$ cat src/rtl/ps2_key_event_sequencer.sv
// ps2_key_event_sequencer: parse PS/2 scan bytes into Tetris action events queued behind a valid/ready FIFO
//  CLOCK_50, reset               clock, synchronous active-high reset
//  received_data[7:0], _en       byte and 1-cycle strobe from the PS/2 receiver
//  ev_valid/ev_ready/ev_code/ev_make   show-ahead event queue head and handshake
//  held_keys[5:0], overflow, seq_error held-key mask, sticky drop flag, timeout pulse
module ps2_key_event_sequencer #(
  parameter int FIFO_DEPTH     = 4,
  parameter int TIMEOUT_CYCLES = 250000,
  parameter bit REPEAT_EN      = 1'b0
) (
  input  logic       CLOCK_50,
  input  logic       reset,
  input  logic [7:0] received_data,
  input  logic       received_data_en,
  output logic       ev_valid,
  input  logic       ev_ready,
  output logic [2:0] ev_code,
  output logic       ev_make,
  output logic [5:0] held_keys,
  output logic       overflow,
  output logic       seq_error
);
  localparam int AW = $clog2(FIFO_DEPTH);
  localparam int CW = AW + 1;
  localparam int TW = $clog2(TIMEOUT_CYCLES + 1);
  typedef enum logic [2:0] {IDLE, EXT, BRK, EXT_BRK, SKIP} state_t;
  state_t state;
  logic [TW-1:0] tcnt;
  logic [2:0] skip_cnt;
  logic [3:0] mem [FIFO_DEPTH];
  logic [AW-1:0] wr_ptr, rd_ptr;
  logic [CW-1:0] count;
  logic [7:0] d;
  logic ignore, fin, ext, brk, hit, push, pop, full, wr_en, timeout;
  logic [2:0] idx;
  always_comb begin
    d = received_data;
    ignore = d == 8'hAA || d == 8'hFA || d == 8'hFE || d == 8'hEE || d == 8'h00 || d == 8'hFF;
    ext = state == EXT || state == EXT_BRK;
    brk = state == BRK || state == EXT_BRK;
    // a byte is final when it does not extend the current sequence
    fin = received_data_en && (state == EXT ? d != 8'hF0 :
          brk ? 1'b1 :
          state == IDLE ? !(d == 8'hE0 || d == 8'hF0 || d == 8'hE1 || ignore) : 1'b0);
    {hit, idx} = ext ? (d == 8'h6B ? {1'b1, 3'd0} : d == 8'h74 ? {1'b1, 3'd1} :
                        d == 8'h75 ? {1'b1, 3'd2} : d == 8'h72 ? {1'b1, 3'd3} : 4'd0)
                     : (d == 8'h29 ? {1'b1, 3'd4} : d == 8'h4D ? {1'b1, 3'd5} : 4'd0);
    // typematic repeats of an already-held key are suppressed unless REPEAT_EN
    push = fin && hit && (brk || REPEAT_EN || !held_keys[idx]);
    pop = ev_valid && ev_ready;
    full = count == CW'(FIFO_DEPTH);
    wr_en = push && (!full || pop);
    timeout = !received_data_en && state != IDLE && tcnt == TW'(TIMEOUT_CYCLES - 1);
  end
  assign ev_valid = count != '0;
  assign ev_code = mem[rd_ptr][3:1];
  assign ev_make = mem[rd_ptr][0];
  always_ff @(posedge CLOCK_50)
    if (wr_en) mem[wr_ptr] <= {idx, !brk};
  always_ff @(posedge CLOCK_50) begin
    if (reset) begin
      state <= IDLE;
      tcnt <= '0;
      skip_cnt <= '0;
      held_keys <= '0;
      overflow <= 1'b0;
      seq_error <= 1'b0;
      wr_ptr <= '0;
      rd_ptr <= '0;
      count <= '0;
    end else begin
      seq_error <= timeout;
      tcnt <= (received_data_en || timeout || state == IDLE) ? '0 : tcnt + TW'(1);
      if (timeout) state <= IDLE;
      else if (received_data_en)
        case (state)
          IDLE: begin
            state <= d == 8'hE0 ? EXT : d == 8'hF0 ? BRK : d == 8'hE1 ? SKIP : IDLE;
            skip_cnt <= 3'd7;
          end
          EXT: state <= d == 8'hF0 ? EXT_BRK : IDLE;
          SKIP: begin
            state <= skip_cnt == 3'd1 ? IDLE : SKIP;
            skip_cnt <= skip_cnt - 3'd1;
          end
          default: state <= IDLE;
        endcase
      if (fin && hit) held_keys[idx] <= !brk;
      if (wr_en) wr_ptr <= wr_ptr + AW'(1);
      if (pop) rd_ptr <= rd_ptr + AW'(1);
      count <= count + CW'(wr_en) - CW'(pop);
      if (push && full && !pop) overflow <= 1'b1;
    end
  end
endmodule

$ cat config.mk
export PLATFORM = sky130hd
export DESIGN_NAME = ps2_key_event_sequencer
export DESIGN_NICKNAME = d
export VERILOG_FILES = /design/src/rtl/ps2_key_event_sequencer.sv
export SDC_FILE = /design/constraint.sdc
export NUM_CORES = 1
export LEC_CHECK = 0
export CORE_ASPECT_RATIO = 0.7
export CORE_MARGIN = 5
export CORE_UTILIZATION = 36
export CTS_CLUSTER_DIAMETER = 200
export DETAILED_ROUTE_END_ITERATION = 10
export SLEW_MARGIN = 20
export SYNTH_ARGS = -nofsm -noshare
export SYNTH_HDL_FRONTEND = slang
export SYNTH_SLANG_ARGS = --single-unit
$ cat constraint.sdc
create_clock -name CLOCK_50 -period 8.68 [get_ports CLOCK_50]
set_input_delay 1.302 -clock CLOCK_50 [delete_from_list [all_inputs] [get_ports CLOCK_50]]
set_output_delay 1.302 -clock CLOCK_50 [all_outputs]
set_load 0.01 [all_outputs]
==> impl_table.tex <==
\begin{tabular}{lr}
\hline
Metric & Value \\
\hline
\multicolumn{2}{l}{\textbf{Worst setup path}} \\
\quad Cell Chain, Critical Path & clkdlybuf4s50\_1 -> or3b\_1 -> or3\_1 -> nor3\_1 -> nand3\_1 -> a31oi\_2 -> inv\_1 -> ha\_1 -> inv\_1 -> ha\_1 -> inv\_1 -> fa\_1 -> xor2\_1 -> xnor2\_1 -> nor2\_1 \\
\quad Crit path max-delay family & simple AND/OR/NAND/NOR gates \\
\quad Worst Setup Path Type & in2reg \\
\quad Library cell contributing the largest single delay on the critical path & clkdlybuf4s50\_1 \\
\quad Startpoint Class & input pin \\
\quad Largest stage delay on the critical path & 0.63 ns \\
\quad Max Fanout on Critical Path & 10 \\
\quad Data arrival, critical path & 5.04 ns \\
\quad Endpoint type of the worst setup path & flip-flop \\
\quad Data required time of the critical path & 8.86 ns \\
\quad Most frequent cell on the critical path & inv\_1 \\
\quad Combined buffer and inverter count along the critical path & 4 \\
\multicolumn{2}{l}{\textbf{Detailed routing}} \\
\quad Via count of the routed design & 2222 \\
\quad First-iteration detailed-routing DRC count & 89 \\
\quad Routed WL per cell & approximately 14 µm \\
\quad Via count normalized by instance count & $\sim$5.3 \\
\quad Pre-Repair DR Iteration Count & 4 \\
\quad Aggregate routed wire length & 5940 µm \\
\quad Post-route DRC violation count & 0 \\
\quad Number of nets with antenna violations after routing & 0 \\
\multicolumn{2}{l}{\textbf{Synthesis}} \\
\quad Synth Register Bits & between 50 and 60 \\
\quad Part of the Yosys area used for sequential elements & 0.454 \\
\quad Post-synth EDFFs & 16 \\
\quad Post-synth ARST share & 0 \\
\quad Synthesized net count & 313 \\
\quad Synth Warn \# & 0 \\
\quad Post-synthesis cell type count & 52 \\
\quad Most instantiated flip-flop cell in the synthesis netlist & dfxtp\_1 \\
\quad Mapped Area & 2860 µm² \\
\quad Synthesized instance count & 291 \\
\quad Synthesized area per cell & 9.84 µm² \\
\multicolumn{2}{l}{\textbf{Clocking}} \\
\quad Number of buffers inserted during clock tree synthesis & 9 \\
\quad Clock sink count & 57 \\
\quad Clock input transition at the sequential cells of the worst setup and hold paths & approximately 0.050 ns \\
\quad Post-CTS setup buffer count & 0 \\
\quad Number of gates resized after CTS & 0 \\
\quad Clock insertion delay at the later pin of the skew report & about 0.32 ns \\
\quad Max Buffers Root-to-Sink & 2 \\
\quad Root cell of the clock tree & clkbuf\_16 \\
\quad Clock tree from TritonCTS & built \\
\quad Number of H-tree branching levels & 3 \\
\quad Number of hold buffers added after cts & 0 \\
\multicolumn{2}{l}{\textbf{Placed design}} \\
\quad Total half-perimeter wirelength after legalization and detailed placement & 4350 µm \\
\quad Worst setup slack before clock tree synthesis & 3.48 ns \\
\quad Number of buffers inserted by port buffering & 24 \\
\quad Placer Congestion & 0.891 \\
\multicolumn{2}{l}{\textbf{Floorplanning}} \\
\quad Die boundary width & 117 µm \\
\quad Number of primary I/O pins & 25 \\
\quad Rows & 27 \\
\quad Full die area & 9870 µm² \\
\quad Height of the die & roughly 85 µm \\
\quad CORE AREA & 7800 µm² \\
\quad Initial core utilization & 0.367 \\
\multicolumn{2}{l}{\textbf{STA}} \\
\quad Fin. max-slew vios & 0 \\
\quad Relative max-transition margin & 0.303 \\
\quad Setup TNS & 0 ns \\
\quad Skew final & 0.00485 ns \\
\quad Final Hold Vio Count & 0 \\
\quad Final critical delay including setup and external delays & 4.87 ns \\
\quad Post-route worst setup slack & 3.81 ns \\
\quad Fraction of the cycle the final worst path needs & 0.561 \\
\quad Worst-margin pin slew & between 1 and 1.5 ns \\
\quad Count of final setup violators & 0 \\
\quad Achievable frequency & 205 MHz \\
\quad Setup repair after global routing missed its margin & no \\
\multicolumn{2}{l}{\textbf{Finish}} \\
\quad Diode insertion count for antenna repair & 0 \\
\quad Post-Route Utilization & 0.449 \\
\quad Fraction of layout instances using a drive strength above 1 & 0.0745 \\
\quad Area grow syn2layout & 22.4\% \\
\quad Number of fill cells in the layout & 755 \\
\quad Post-layout net count & 339 \\
\multicolumn{2}{l}{\textbf{Hold path}} \\
\quad Class of the worst hold path & reg2reg \\
\multicolumn{2}{l}{\textbf{Global routing}} \\
\quad Pin count of the biggest net entering global routing & 23 \\
\quad Vias in the first global route & between 2k and 2.5k \\
\quad First-pass GRT wire length & 10400 µm \\
\quad GRT Residual Overflow & 0 \\
\quad Number of antenna violations at the first check in global routing & 0 \\
\quad GRT Overall Usage & 0.131 \\
\multicolumn{2}{l}{\textbf{Power and ir drop}} \\
\quad Peak supply drop & approximately 89 µV \\
\quad Static Leakage & 1.16 nW \\
\quad Power density over the cells & 215 nW/µm² \\
\quad Final Total Pwr & 0.754 mW \\
\multicolumn{2}{l}{\textbf{Outcome}} \\
\quad Outcome & finished, final reports clean \\
\multicolumn{2}{l}{\textbf{Flow run}} \\
\quad Max-Cap Viols & 0 \\
\hline
\end{tabular}
[layout make-up]
cell class	instances	area, µm²	area share
clock buffers	9	225	0.0643
repair buffers	24	240	0.0685
well taps	101	126	0.0361
flip-flops and latches	57	1300	0.371
multi-input cells	211	1470	0.418
clock inverters	7	93.8	0.0268
inverters	14	52.6	0.0150
[cells in the mapped netlist, drive strengths merged, types with 3 or more instances]
cell | number | share of area
xnor2 | 9 | 0.028
nor4 | 8 | 0.017
xor2 | 11 | 0.034
ha | 9 | 0.039
mux4 | 4 | 0.031
nor2b | 5 | 0.011
o21ai | 5 | 0.0087
inv | 14 | 0.018
a2111oi | 3 | 0.016
clkbuf | 5 | 0.0066
a21oi | 7 | 0.012
nand3b | 3 | 0.0079
nand4 | 7 | 0.015
and3 | 3 | 0.0066
buf | 4 | 0.0092
dfxtp | 41 | 0.29
or3b | 3 | 0.0092
nor3b | 4 | 0.010
nor2 | 42 | 0.055
nand3 | 13 | 0.023
edfxtp | 16 | 0.17
nor3 | 9 | 0.016
nor4b | 3 | 0.0092
a311oi | 5 | 0.015
o2111a | 3 | 0.012
a31oi | 3 | 0.0087
nand2 | 11 | 0.014
a211oi | 4 | 0.010
nand2b | 5 | 0.011
and2 | 8 | 0.017
[per-layer routing]
| layer | share of wire | vias to the layer above | GRT usage | wire (µm) |
|---|---|---|---|---|
| met3 | 0.050 | 4 | 0.0375 | 300 |
| met2 | 0.42 | 46 | 0.185 | 2490 |
| met1 | 0.52 | 1052 | 0.192 | 3120 |
| met5 | 0 | - | 0 | 0 |
| met4 | 0.0050 | 0 | 0.0406 | 30 |
| li1 | - | 1120 | - | - |
[kinds of logic (layout without fill, tap and decap cells)]
kind of cell | count (synthesis) | count (layout) | share of synthesized area
AO/OA/AOI/OAI | 40 | 40 | 0.113
XOR/XNOR | 20 | 20 | 0.0612
adder cells (fa/ha/maj) | 10 | 10 | 0.0463
multiplexers | 4 | 4 | 0.0315
flip-flops | 57 | 57 | 0.454
buffers and inverters | 23 | 54 | 0.0341
AND/OR/NAND/NOR | 137 | 137 | 0.260
[power breakdown]
group / internal [mW] / total (mW) / leakage [nW] / switching (mW)
logic: 0.0454 / 0.0817 / 0.565 / 0.0363
registers: 0.285 / 0.299 / 0.444 / 0.0136
clock network: 0.251 / 0.373 / 0.153 / 0.122
[sequential cells by signal, indices dropped and copies added, names as in the netlist, named ones only]
register and flops:
overflow 1, tcnt 18, seq_error 1, count 3
skip_cnt 3, held_keys 6, rd_ptr 2, mem 16
state 3, wr_ptr 2
[path summary, 6_finish.rpt]
kind / startpoint / to / slack (ns) / cells past startpoint
hold / removal: tcnt[0]$_SDFF_PP0_ / tcnt[0]$_SDFF_PP0_ / 0.44 / 1
setup / recovery: received_data[0] / count[2]$_SDFF_PP0_ / 3.81 / 15
hold reg to reg: tcnt[0]$_SDFF_PP0_ / tcnt[0]$_SDFF_PP0_ / 0.44 / 1
setup reg to reg: state[2]$_SDFFE_PP0P_ / count[2]$_SDFF_PP0_ / 5.03 / 14
[stage by stage]
| stage | instance area [µm²] | cells | hold WS [ns] |
|---|---|---|---|
| after floorplan | 2860 | 291 | 0.413 |
| after global placement | 3190 | 407 | 0.424 |
| after detailed placement | 3190 | 407 | 0.430 |
| after CTS | 3500 | 423 | 0.441 |
| after global routing | 3500 | 423 | 0.469 |
| final | 3500 | 423 | 0.441 |
[cells in the final DEF, fill, tap and decap left out, drive strengths merged, types with 3 or more instances in the layout]
cell,Yosys,layout
inv,14,15
a2111oi,3,3
and2,8,8
a31oi,3,3
nor4,8,8
or3b,3,3
nand3,13,13
o21ai,5,5
nor3,9,9
clkdlybuf4s50,0,24
nor3b,4,4
a211oi,4,4
nor4b,3,3
a311oi,5,5
clkbuf,5,9
a21oi,7,7
nand3b,3,3
nand2b,5,5
nor2b,5,5
nand2,11,11
nand4,7,7
xnor2,9,9
and3,3,3
o2111a,3,3
xor2,11,11
clkinv,0,3
dfxtp,41,41
nor2,42,42
ha,9,9
mux4,4,4
edfxtp,16,16
Power figures use the tool's default switching activity.
